`src/rtl/shift_pkg.sv`:
```
// Shared definitions for the shift register unit: operation codes,
// controller state encoding and a small decode helper.
package shift_pkg;

  // Operation codes as presented on the op port.
  typedef enum logic [1:0] {
    OP_SLL  = 2'b00,
    OP_SRL  = 2'b01,
    OP_SRA  = 2'b10,
    OP_PASS = 2'b11
  } op_t;

  // Controller states.
  typedef enum logic [1:0] {
    ST_IDLE  = 2'b00,
    ST_SHIFT = 2'b01,
    ST_DONE  = 2'b10
  } state_t;

  // True when an accepted request needs no shifting at all and can
  // complete on the accepting edge.
  function automatic logic goes_direct(input op_t op, input logic shamt_is_zero);
    return (op == OP_PASS) || shamt_is_zero;
  endfunction

endpackage

```
`src/rtl/shift_reg_unit_if.sv`:
```
// Request/response bundle for the shift register unit. The requester
// drives start/op/data_in/shamt; the unit returns result/busy/done.
interface shift_reg_unit_if #(
  parameter int DATA_W = 32
) ();

  localparam int SHAMT_W = $clog2(DATA_W);

  logic                start;
  logic [1:0]          op;
  logic [DATA_W-1:0]   data_in;
  logic [SHAMT_W-1:0]  shamt;
  logic [DATA_W-1:0]   result;
  logic                busy;
  logic                done;

  modport master (
    output start, op, data_in, shamt,
    input  result, busy, done
  );

  modport slave (
    input  start, op, data_in, shamt,
    output result, busy, done
  );

endinterface

```
`src/rtl/shift_step.sv`:
```
// Combinational single-bit shift of a word according to the operation:
// SLL inserts 0 at the LSB, SRL inserts 0 at the MSB, SRA copies the MSB,
// PASS leaves the word unchanged.
module shift_step
  import shift_pkg::*;
#(
  parameter int DATA_W = 32
) (
  input  op_t               op,
  input  logic [DATA_W-1:0] din,
  output logic [DATA_W-1:0] dout
);

  generate
    for (genvar gi = 0; gi < DATA_W; gi++) begin : g_bit
      logic from_lower;  // bit moving up on a left shift
      logic from_upper;  // bit moving down on a right shift

      if (gi == 0) begin : g_lsb
        assign from_lower = 1'b0;
      end else begin : g_lower
        assign from_lower = din[gi-1];
      end

      if (gi == DATA_W - 1) begin : g_msb
        assign from_upper = (op == OP_SRA) ? din[DATA_W-1] : 1'b0;
      end else begin : g_upper
        assign from_upper = din[gi+1];
      end

      assign dout[gi] = (op == OP_SLL)  ? from_lower :
                        (op == OP_PASS) ? din[gi]    :
                                          from_upper;
    end
  endgenerate

endmodule

```
`src/rtl/shift_reg_unit.sv`:
```
// Iterative shifter: latches an operand on an accepted start, then shifts
// it one bit per cycle until the requested amount has been applied and
// pulses done for one cycle. All outputs come straight from registers.
module shift_reg_unit
  import shift_pkg::*;
#(
  parameter int DATA_W = 32
) (
  input  logic             clk,
  input  logic             reset,
  shift_reg_unit_if.slave  bus
);

  localparam int SHAMT_W = $clog2(DATA_W);

  state_t              state_reg, state_next;
  logic [DATA_W-1:0]   result_reg, result_next;
  logic [SHAMT_W-1:0]  count_reg, count_next;
  op_t                 op_reg, op_next;
  logic                busy_reg, done_reg;
  logic [DATA_W-1:0]   step_out;

  // One-bit shift of the working value by the latched operation.
  shift_step #(
    .DATA_W (DATA_W)
  ) u_step (
    .op   (op_reg),
    .din  (result_reg),
    .dout (step_out)
  );

  // Next-state and datapath update; start is only honoured outside SHIFT.
  always_comb begin
    state_next  = state_reg;
    result_next = result_reg;
    count_next  = count_reg;
    op_next     = op_reg;
    unique case (state_reg)
      ST_IDLE, ST_DONE: begin
        state_next = ST_IDLE;
        if (bus.start) begin
          result_next = bus.data_in;
          op_next     = op_t'(bus.op);
          count_next  = bus.shamt;
          state_next  = goes_direct(op_t'(bus.op), bus.shamt == '0) ? ST_DONE : ST_SHIFT;
        end
      end
      ST_SHIFT: begin
        result_next = step_out;
        count_next  = count_reg - SHAMT_W'(1);
        if (count_reg == SHAMT_W'(1)) begin
          state_next = ST_DONE;
        end
      end
      default: begin
        state_next = ST_IDLE;
      end
    endcase
  end

  // State, datapath and status registers; reset aborts any operation.
  always_ff @(posedge clk or posedge reset) begin
    if (reset) begin
      state_reg  <= ST_IDLE;
      result_reg <= '0;
      count_reg  <= '0;
      op_reg     <= OP_SLL;
      busy_reg   <= 1'b0;
      done_reg   <= 1'b0;
    end else begin
      state_reg  <= state_next;
      result_reg <= result_next;
      count_reg  <= count_next;
      op_reg     <= op_next;
      busy_reg   <= (state_next == ST_SHIFT);
      done_reg   <= (state_next == ST_DONE);
    end
  end

  assign bus.result = result_reg;
  assign bus.busy   = busy_reg;
  assign bus.done   = done_reg;

endmodule

```
`src/flat_wrapper.sv`:
```
// flat-port wrapper written by rule: the top's interface ports become plain ports
module shift_reg_unit_flat import shift_pkg::*;
#(
  parameter int DATA_W = 32
)
  (clk, reset, bus_start, bus_op, bus_data_in, bus_shamt, bus_result, bus_busy, bus_done);
  shift_reg_unit_if #(.DATA_W(DATA_W)) bus_i ();
  input  logic clk;
  input  logic reset;
  input wire logic [$bits(bus_i.start)-1:0] bus_start;
  input wire logic [$bits(bus_i.op)-1:0] bus_op;
  input wire logic [$bits(bus_i.data_in)-1:0] bus_data_in;
  input wire logic [$bits(bus_i.shamt)-1:0] bus_shamt;
  output wire logic [$bits(bus_i.result)-1:0] bus_result;
  output wire logic [$bits(bus_i.busy)-1:0] bus_busy;
  output wire logic [$bits(bus_i.done)-1:0] bus_done;
  assign bus_i.start = bus_start;
  assign bus_i.op = bus_op;
  assign bus_i.data_in = bus_data_in;
  assign bus_i.shamt = bus_shamt;
  assign bus_result = bus_i.result;
  assign bus_busy = bus_i.busy;
  assign bus_done = bus_i.done;
  shift_reg_unit #(.DATA_W(DATA_W)) u_core (.clk(clk), .reset(reset), .bus(bus_i));
endmodule
```
`config.mk`:
```
export PLATFORM = sky130hd
export DESIGN_NAME = shift_reg_unit_flat
export DESIGN_NICKNAME = d
export VERILOG_FILES = /design/src/rtl/shift_pkg.sv /design/src/rtl/shift_reg_unit_if.sv /design/src/rtl/shift_step.sv /design/src/rtl/shift_reg_unit.sv /design/src/flat_wrapper.sv
export SDC_FILE = /design/constraint.sdc
export NUM_CORES = 1
export LEC_CHECK = 0
export CORE_UTILIZATION = 48
export DETAILED_ROUTE_END_ITERATION = 7
export HOLD_SLACK_MARGIN = 0.08
export PLACE_DENSITY = 0.83
export SETUP_SLACK_MARGIN = 0.1
export SKIP_LAST_GASP = 1
export SLEW_MARGIN = 20
export SYNTH_ARGS = -nofsm -noshare
export SYNTH_HDL_FRONTEND = slang
export SYNTH_HIERARCHICAL = 1
export SYNTH_SLANG_ARGS = --single-unit
export TNS_END_PERCENT = 30
```
`constraint.sdc`:
```
create_clock -name clk -period 1.9 [get_ports clk]
set_clock_uncertainty 0.2 [all_clocks]
set_input_delay 0.285 -clock clk [delete_from_list [all_inputs] [get_ports clk]]
set_output_delay 0.285 -clock clk [all_outputs]
set_load 0.005 [all_outputs]
```
## After elaboration in Yosys (flattened, before gate mapping)

Cells that the tools add are included.

- Register bits after elaboration: 43
- Input port bits: 42
- Output and inout port bits: 34
- Logic and storage cells: 102

- Add/subtract/negate cells: 1
- Equal/unequal tests: 11
- Mux-type cells: 73
- Reductions and logical operators: 10

Operator list:

| cell | number |
|---|---|
| 1-bit two-way mux | 65 |
| 32-bit one-hot mux with 2 select lines | 1 |
| 32-bit two-way mux | 1 |
| 2-bit == test, second input constant | 5 |
| 5-bit one-hot mux with 2 select lines | 1 |
| 2-bit two-way mux | 3 |
| 3-bit inequality test, second input constant | 2 |
| 5-bit by 1-bit == test with 1-bit output, second input constant | 1 |
| 5-bit zero test | 1 |
| 5-bit two-way mux | 1 |
| 5-bit by 1-bit subtractor with 5-bit output, second input constant | 1 |
| 2-bit by 1-bit == test with 1-bit output, second input constant | 2 |
| 2-bit zero test | 2 |
| 2-bit one-hot mux with 2 select lines | 1 |
| 2-bit AND reduction | 2 |
| 4-bit AND reduction | 1 |
| 3-bit AND reduction | 1 |
| 2-bit inequality test, second input constant | 1 |
| 2-bit nonzero test | 1 |
| 2-bit OR reduction | 1 |
| 1-bit logical OR | 1 |

## Logic depth before layout (Yosys ltp)

Gate-level depths: netlist of run 1.

- Word-level depth: 6
- Depth in mapped cells: 6
- Depth with buffers taken out: 5

## Hierarchy

Netlist of run 1, hierarchy kept.

By module, submodules not included:

| module | instances | cells each | area an instance (um^2) | sequential area each (um^2) |
|---|---|---|---|---|
| shift_reg_unit | 1 | 229 | 1994.4 | 1076.0 |
| shift_step | 1 | 106 | 1083.5 | 0.0 |

## Worst setup path before layout of run 1

Ideal clock, no wire load.

- Path kind: reg2reg
- Start point: reg u_core.count_reg[0]
- End point: reg u_core.count_reg[4]
- Setup time: 0.099 ns
- Data arrival time: 1.286 ns
- Data required time: 1.601 ns
- Slack: 0.314 ns
- Cell stages (with the launch flop): 6
- Buffers on the path: 0
- Path through: dfrtp_1 inv_1 ha_1 nor4bb_1 a211oi_1 a311oi_1

- Word-level cells in the longest chain between the ends: 2

Ends and longest elaborated chain:

| what | line | source |
|---|---|---|
| from (decl) | shift_reg_unit.sv:18 | `logic [SHAMT_W-1:0] count_reg, count_next;` |
| from (signal assigned) | shift_reg_unit.sv:73 | `count_reg <= count_next;` |
| 5-bit by 1-bit subtractor with 5-bit output | shift_reg_unit.sv:50 | `count_next = count_reg - SHAMT_W'(1);` |
| 5-bit one-hot mux with 2 select lines | shift_reg_unit.sv:38 | `unique case (state_reg)` |

No other way between the ends.
A chain may end at the register's enable or synchronous reset.

## Worst setup path after layout of run 1

- Start point: reg u_core.result_reg[15], in the netlist u_core/bus.result[15]
- End point: out bus_result[15]

RTL lines:

| what | line | source |
|---|---|---|
| from (decl) | shift_reg_unit.sv:17 | `logic [DATA_W-1:0] result_reg, result_next;` |
| from (signal assigned) | shift_reg_unit.sv:72 | `result_reg <= result_next;` |
| to (decl) | flat_wrapper.sv:14 | `output wire logic [$bits(bus_i.result)-1:0] bus_result;` |

No word-level cell between the ends.

==> results of run 1 <==
## what timing repair did
| item | 4_1_cts | 5_1_grt |
|---|---|---|
| gates cloned | 0 | 0 |
| setup endpoints to repair | 1 | 30 |
| gates resized for setup | 1 | 9 |
| pin swaps | 0 | 0 |
## cells by family after synthesis
kind of cell    after synthesis  share of synthesized area, %
simple gates                118                          15.5
flops                        43                          35.0
mux                          94                          30.6
fa+ha+maj                     2                         0.813
compound gates               45                          10.2
buf+inv                      33                          7.97
## report_power, final
group | total, mW | switching, mW | internal [mW]
clock | 0.647 | 0.315 | 0.332
sequential | 2.07 | 0.678 | 1.40
combinational | 4.14 | 1.86 | 2.28
total | 6.86 | 2.85 | 4.01
## Yosys cell counts, drive strengths merged
library cell   n
mux2           1
o32ai          1
nand2         74
ha             2
nand2b         2
o211ai         2
or4            1
a311oi         1
nor4b          1
a221o          1
o22ai          2
a211oi         1
inv            4
a22o           3
or3            1
nand3          2
a31oi         32
nor4bb         1
buf           25
nor2b          2
mux2i         93
o21ai          1
clkbuf         4
nor2          34
dfrtp         43
a21oi          1
## layout make-up
type	count	area [µm²]
fillers	495	2050
multi-input cells	259	1770
flip-flops and latches	43	1090
repair buffers	89	943
clock buffers	8	100
well taps	75	93.8
inverters	4	15.0
## placed cells by master (no fill, tap or decap), types with 2 or more instances in the layout
master	instances
nand2_1	74
buf_4	7
nor2_1	34
o211ai_1	2
dfrtp_2	10
mux2i_1	93
a31oi_1	32
o22ai_1	2
inv_1	3
clkbuf_8	7
nand3_1	2
clkdlybuf4s50_1	75
dfrtp_1	32
buf_12	7
a22o_2	2
ha_1	2
## metal layers
layer	GRT usage, %	part of all wire (%)
met1	30.0	42
met3	4.67	5.9
met2	38.0	51
met5	0	0
met4	6.84	0.57
## metrics by stage
stage	setup WS, ns	hold WS [ns]	instances
2_1_floorplan	0.314	0.190	335
3_3_place_gp	0.0616	0.299	470
3_5_place_dp	0.0299	0.312	470
4_1_cts	0.107	0.133	478
5_1_grt	0.0790	0.166	478
6_report	0.116	0.124	478
## worst max-delay path by stage
stage / cells past startpoint / to / startpoint
after CTS: 1 / bus_result[25] / u_core/bus.result[25]
after global routing: 1 / bus_result[25] / u_core/bus.result[25]
after floorplan: 5 / u_core/count_reg[4] / u_core/count_reg[0]
after detailed placement: 5 / u_core/bus.result[5] / bus_start
final: 1 / bus_result[15] / u_core/bus.result[15]
after global placement: 4 / u_core/bus.busy / bus_shamt[1]
==> reports/results.ini, run 1 <==
[worst_setup_path]
r2r_end=u_core/count_reg[4]
rr_worst_depth=5
slowest_delay_ns=0.54
path_buf_inv=1
cp_top_family=buffers and inverters
cp_slowest_cell=clkdlybuf4s50_1
crit_path_cell_trace=clkdlybuf4s50_1
critPathMaxFanout=6
critPathRequiredTime_ns=1.41
path_class=flip-flop to output port
cp.arrival_ns=1.30
cp-start-kind=flip-flop
ff2ff_setup_slack_ns=0.20
reg2reg_from=u_core/count_reg[0]
critPathCaptureType=output port

[timing]
rsz0062_at_grt=yes
maxSlewHeadroom_pct=76.7
clock.fmax_ghz=0.561
period_share_pct=93.9
tightest_slew_ns=0.344
setup-violations-final=0
finalHoldViolCount=0
setup_tns_ns=0
layout_min_cycle_time_ns=1.78
finalMaxSlewViolations=0

[cts]
clockBufferDepth=2
root_buffer=clkbuf_8
clk_pin_slew_ns=0.08
htreeDepth=2
clk_latency_ns=0.30
cts_buffers=5
clock_sinks=43
cts_tree=done
cts_setup_buffers=0
ctsHoldBuffers=0

[routing]
drtPass1Iterations=4
viasPerCell=5.66
drc=0
vias=2706
drt-wirelength-per-cell_um=15.0
ant_nets=0
drt_iter0_drc=198
routed_wl_um=7170

[die]
start_util_pct=50.8
die_area_mm2=0.00674
die_w_um=82.1
fp-row-count=28
pin_count=76
dieHeight_um=82.1
coreArea_mm2=0.00606

[layout]
largest_register_ffs=32
nets=446
drive_gt1_share_pct=10.2
fin_area_mm2=0.00401
syn_to_final_growth_pct=30.4
diodes=0
final_core_util_pct=66.2

[power]
powerDensity_mw_per_mm2=1710
p_total_mw=6.86
p_leak_nw=1.73
ir_drop_mv=0.949

[placed_design]
place_congestion=0.831
port_buffers=75
placed_area_mm2=0.00389
dp_hpwl_um=4880

[synth]
yosys.area.top_type=dfrtp_1
synth_cell_type_count=31
synthTopCellsByArea=dfrtp_1 (35%), mux2i_1 (30%), nand2_1 (9.0%)
avgSynthCellArea_um2=9.19
synth_top_area_share_pct=35.0
syn_area_mm2=0.00308
ys_warn_count=6
syn-instance-count=335
synth_nets=379
ys_ff_latch=43
yosysSeqAreaShare_pct=35.0

[global_routing]
globalRouteTotalUtil_pct=23.0
overflow=0
grt_pass1_vias=2649
grt_pass1_wl_um=12100
grt_max_degree=67
antenna_found_initial=0

[hold_path]
worstHoldPathType=primary input to async pin

[status]
status=finished, final reports clean

[flow_run]
maxCapViolations=0

(Power assumes the default switching activity.)
==> run 2, diff against run 1 <==
- RECOVER_POWER: not set -> 50
==> reports/results.ini, run 2 (synthesized netlist as in run 1, its figures left out) <==
[status]
status=finished, final reports clean

[global_routing]
grt_max_degree=67  ; unchanged
overflow=0  ; unchanged
grt_pass1_vias=2649  ; unchanged
antenna_found_initial=0  ; unchanged
globalRouteTotalUtil_pct=23.0  ; unchanged
grt_pass1_wl_um=12100  ; unchanged

[layout]
layout_common_cells=mux2i_1 (93), nand2_1 (74), clkdlybuf4s50_1 (72)
final.fill_count=497  ; +0.40%
fin_area_mm2=0.00400  ; -0.28%
diodes=0  ; unchanged
drive_gt1_share_pct=9.68  ; -0.50 points
nets=446  ; unchanged
largest_register_ffs=32  ; unchanged
syn_to_final_growth_pct=30.0
layout_commonest_cell=mux2i_1

[worst_setup_path]
crit_path_cell_trace=clkdlybuf4s50_1
cp_slowest_cell=clkdlybuf4s50_1
cp.arrival_ns=1.29  ; about the same
cp_top_family=buffers and inverters
critPathCaptureType=output port
cp-start-kind=flip-flop
path_buf_inv=1  ; unchanged
critPathMaxFanout=6  ; unchanged
slowest_delay_ns=0.54  ; about the same
path_class=flip-flop to output port
critPathRequiredTime_ns=1.41  ; about the same

[die]
start_util_pct=50.8  ; unchanged
dieHeight_um=82.1  ; unchanged
fp-row-count=28  ; unchanged
pin_count=76  ; unchanged
coreArea_mm2=0.00606  ; unchanged
die_area_mm2=0.00674  ; unchanged
die_w_um=82.1  ; unchanged

[cts]
ctsHoldBuffers=0  ; unchanged
cts_setup_buffers=0  ; unchanged
cts_tree=done
clk_pin_slew_ns=0.08  ; about the same
htreeDepth=2  ; unchanged
cts_buffers=5  ; unchanged
clock_sinks=43  ; unchanged
root_buffer=clkbuf_8
clockBufferDepth=2  ; unchanged
clk_latency_ns=0.30  ; about the same

[placed_design]
placed_area_mm2=0.00389  ; unchanged
port_buffers=75  ; unchanged
dp_hpwl_um=4880  ; unchanged
place_congestion=0.831  ; unchanged

[routing]
drt-wirelength-per-cell_um=15.0  ; -0.25%
drtPass1Iterations=4  ; unchanged
ant_nets=0  ; unchanged
vias=2709  ; +0.11%
drc=0  ; unchanged
viasPerCell=5.67  ; +0.11%
drt_iter0_drc=191  ; -3.5%
routed_wl_um=7150  ; -0.25%

[timing]
finalMaxSlewViolations=0  ; unchanged
tightest_slew_ns=0.330  ; -0.0137 ns
clock.fmax_ghz=0.564  ; +0.60%
setup-violations-final=0  ; unchanged
maxSlewHeadroom_pct=77.7  ; +0.92 points
setup_tns_ns=0  ; unchanged
finalHoldViolCount=0  ; unchanged
layout_min_cycle_time_ns=1.77  ; -0.0106 ns
rsz0062_at_grt=yes
period_share_pct=93.3  ; -0.56 points

[flow_run]
maxCapViolations=0  ; unchanged

[power]
p_leak_nw=1.72  ; -0.30%
ir_drop_mv=0.956  ; +0.74%
powerDensity_mw_per_mm2=1710  ; about the same

[hold_path]
worstHoldPathType=primary input to async pin

-- run 2: cell count changes in the layout (fill, tap and decap cells not counted) --
cell	before	now
buf_4	7	3
inv_1	3	4
clkbuf_2	0	3
clkdlybuf4s50_1	75	72
inv_2	1	0
dlygate4sd3_1	0	3
clkbuf_1	1	2
-- run 2: layout make-up --
class	count	area, µm²	area share [%]
multi-input combinational	259	1770	44.2
clock buffer	8	100	2.50
sequential	43	1090	27.3
tap	75	93.8	2.35
timing repair buffer	89	932	23.3
inverter	4	15.0	0.375
-- run 2: layer usage --
metal	up-vias	routed length [µm]	global-route usage (%)
li1	1321	-	-
met1	1312	3170	30.0
met2	70	3580	38.0
met3	6	339	4.67
met4	0	57	6.84
met5	-	0	0
-- run 2: path summary, 6_finish.rpt --
check	startpoint	endpoint	slack (ns)	depth (start not counted)
setup / recovery	u_core/bus.result[15]	bus_result[15]	0.13	1
hold reg to reg	u_core/count_reg[4]	u_core/count_reg[4]	0.34	1
setup reg to reg	u_core/count_reg[0]	u_core/count_reg[4]	0.21	5
min in group clk	bus_data_in[31]	u_core/bus.result[31]	0.34	3
max in group asynchronous	reset	u_core/bus.result[19]	0.98	3
hold / removal	reset	u_core/bus.result[11]	0.28	3
-- run 2: through the flow --
step / hold WS (ns) / setup WS (ns) / instances / total power [mW] / util (%)
4_1_cts: 0.133 / 0.107 / 478 / 6.86 / 65.9
5_1_grt: 0.322 / 0.0598 / 478 / 7.42 / 66.0
3_3_place_gp: 0.299 / 0.0616 / 470 / 6.01 / 64.3
2_1_floorplan: 0.190 / 0.314 / 335 / 4.91 / -
6_report: 0.277 / 0.127 / 478 / 6.85 / 66.0
3_5_place_dp: 0.312 / 0.0299 / 470 / 6.19 / 64.3
-- run 2: repair_timing --
item | 4_1_cts | 5_1_grt
endpoints found under the setup margin | 1 | 30
gates resized for setup | 1 | 9
cloned | 0 | 0
-- run 2: power by group --
| group | internal [mW] | switching (mW) |
|---|---|---|
| combinational | 2.26 | 1.86 |
| clock | 0.332 | 0.312 |
| sequential | 1.40 | 0.679 |
==> run 3, diff against run 2 <==
- CTS_CLUSTER_SIZE: not set -> 25
- SKIP_LAST_GASP: 1 -> not set
==> results of run 3 <==
Final layout, timing and power as in run 2 (identical DEF).
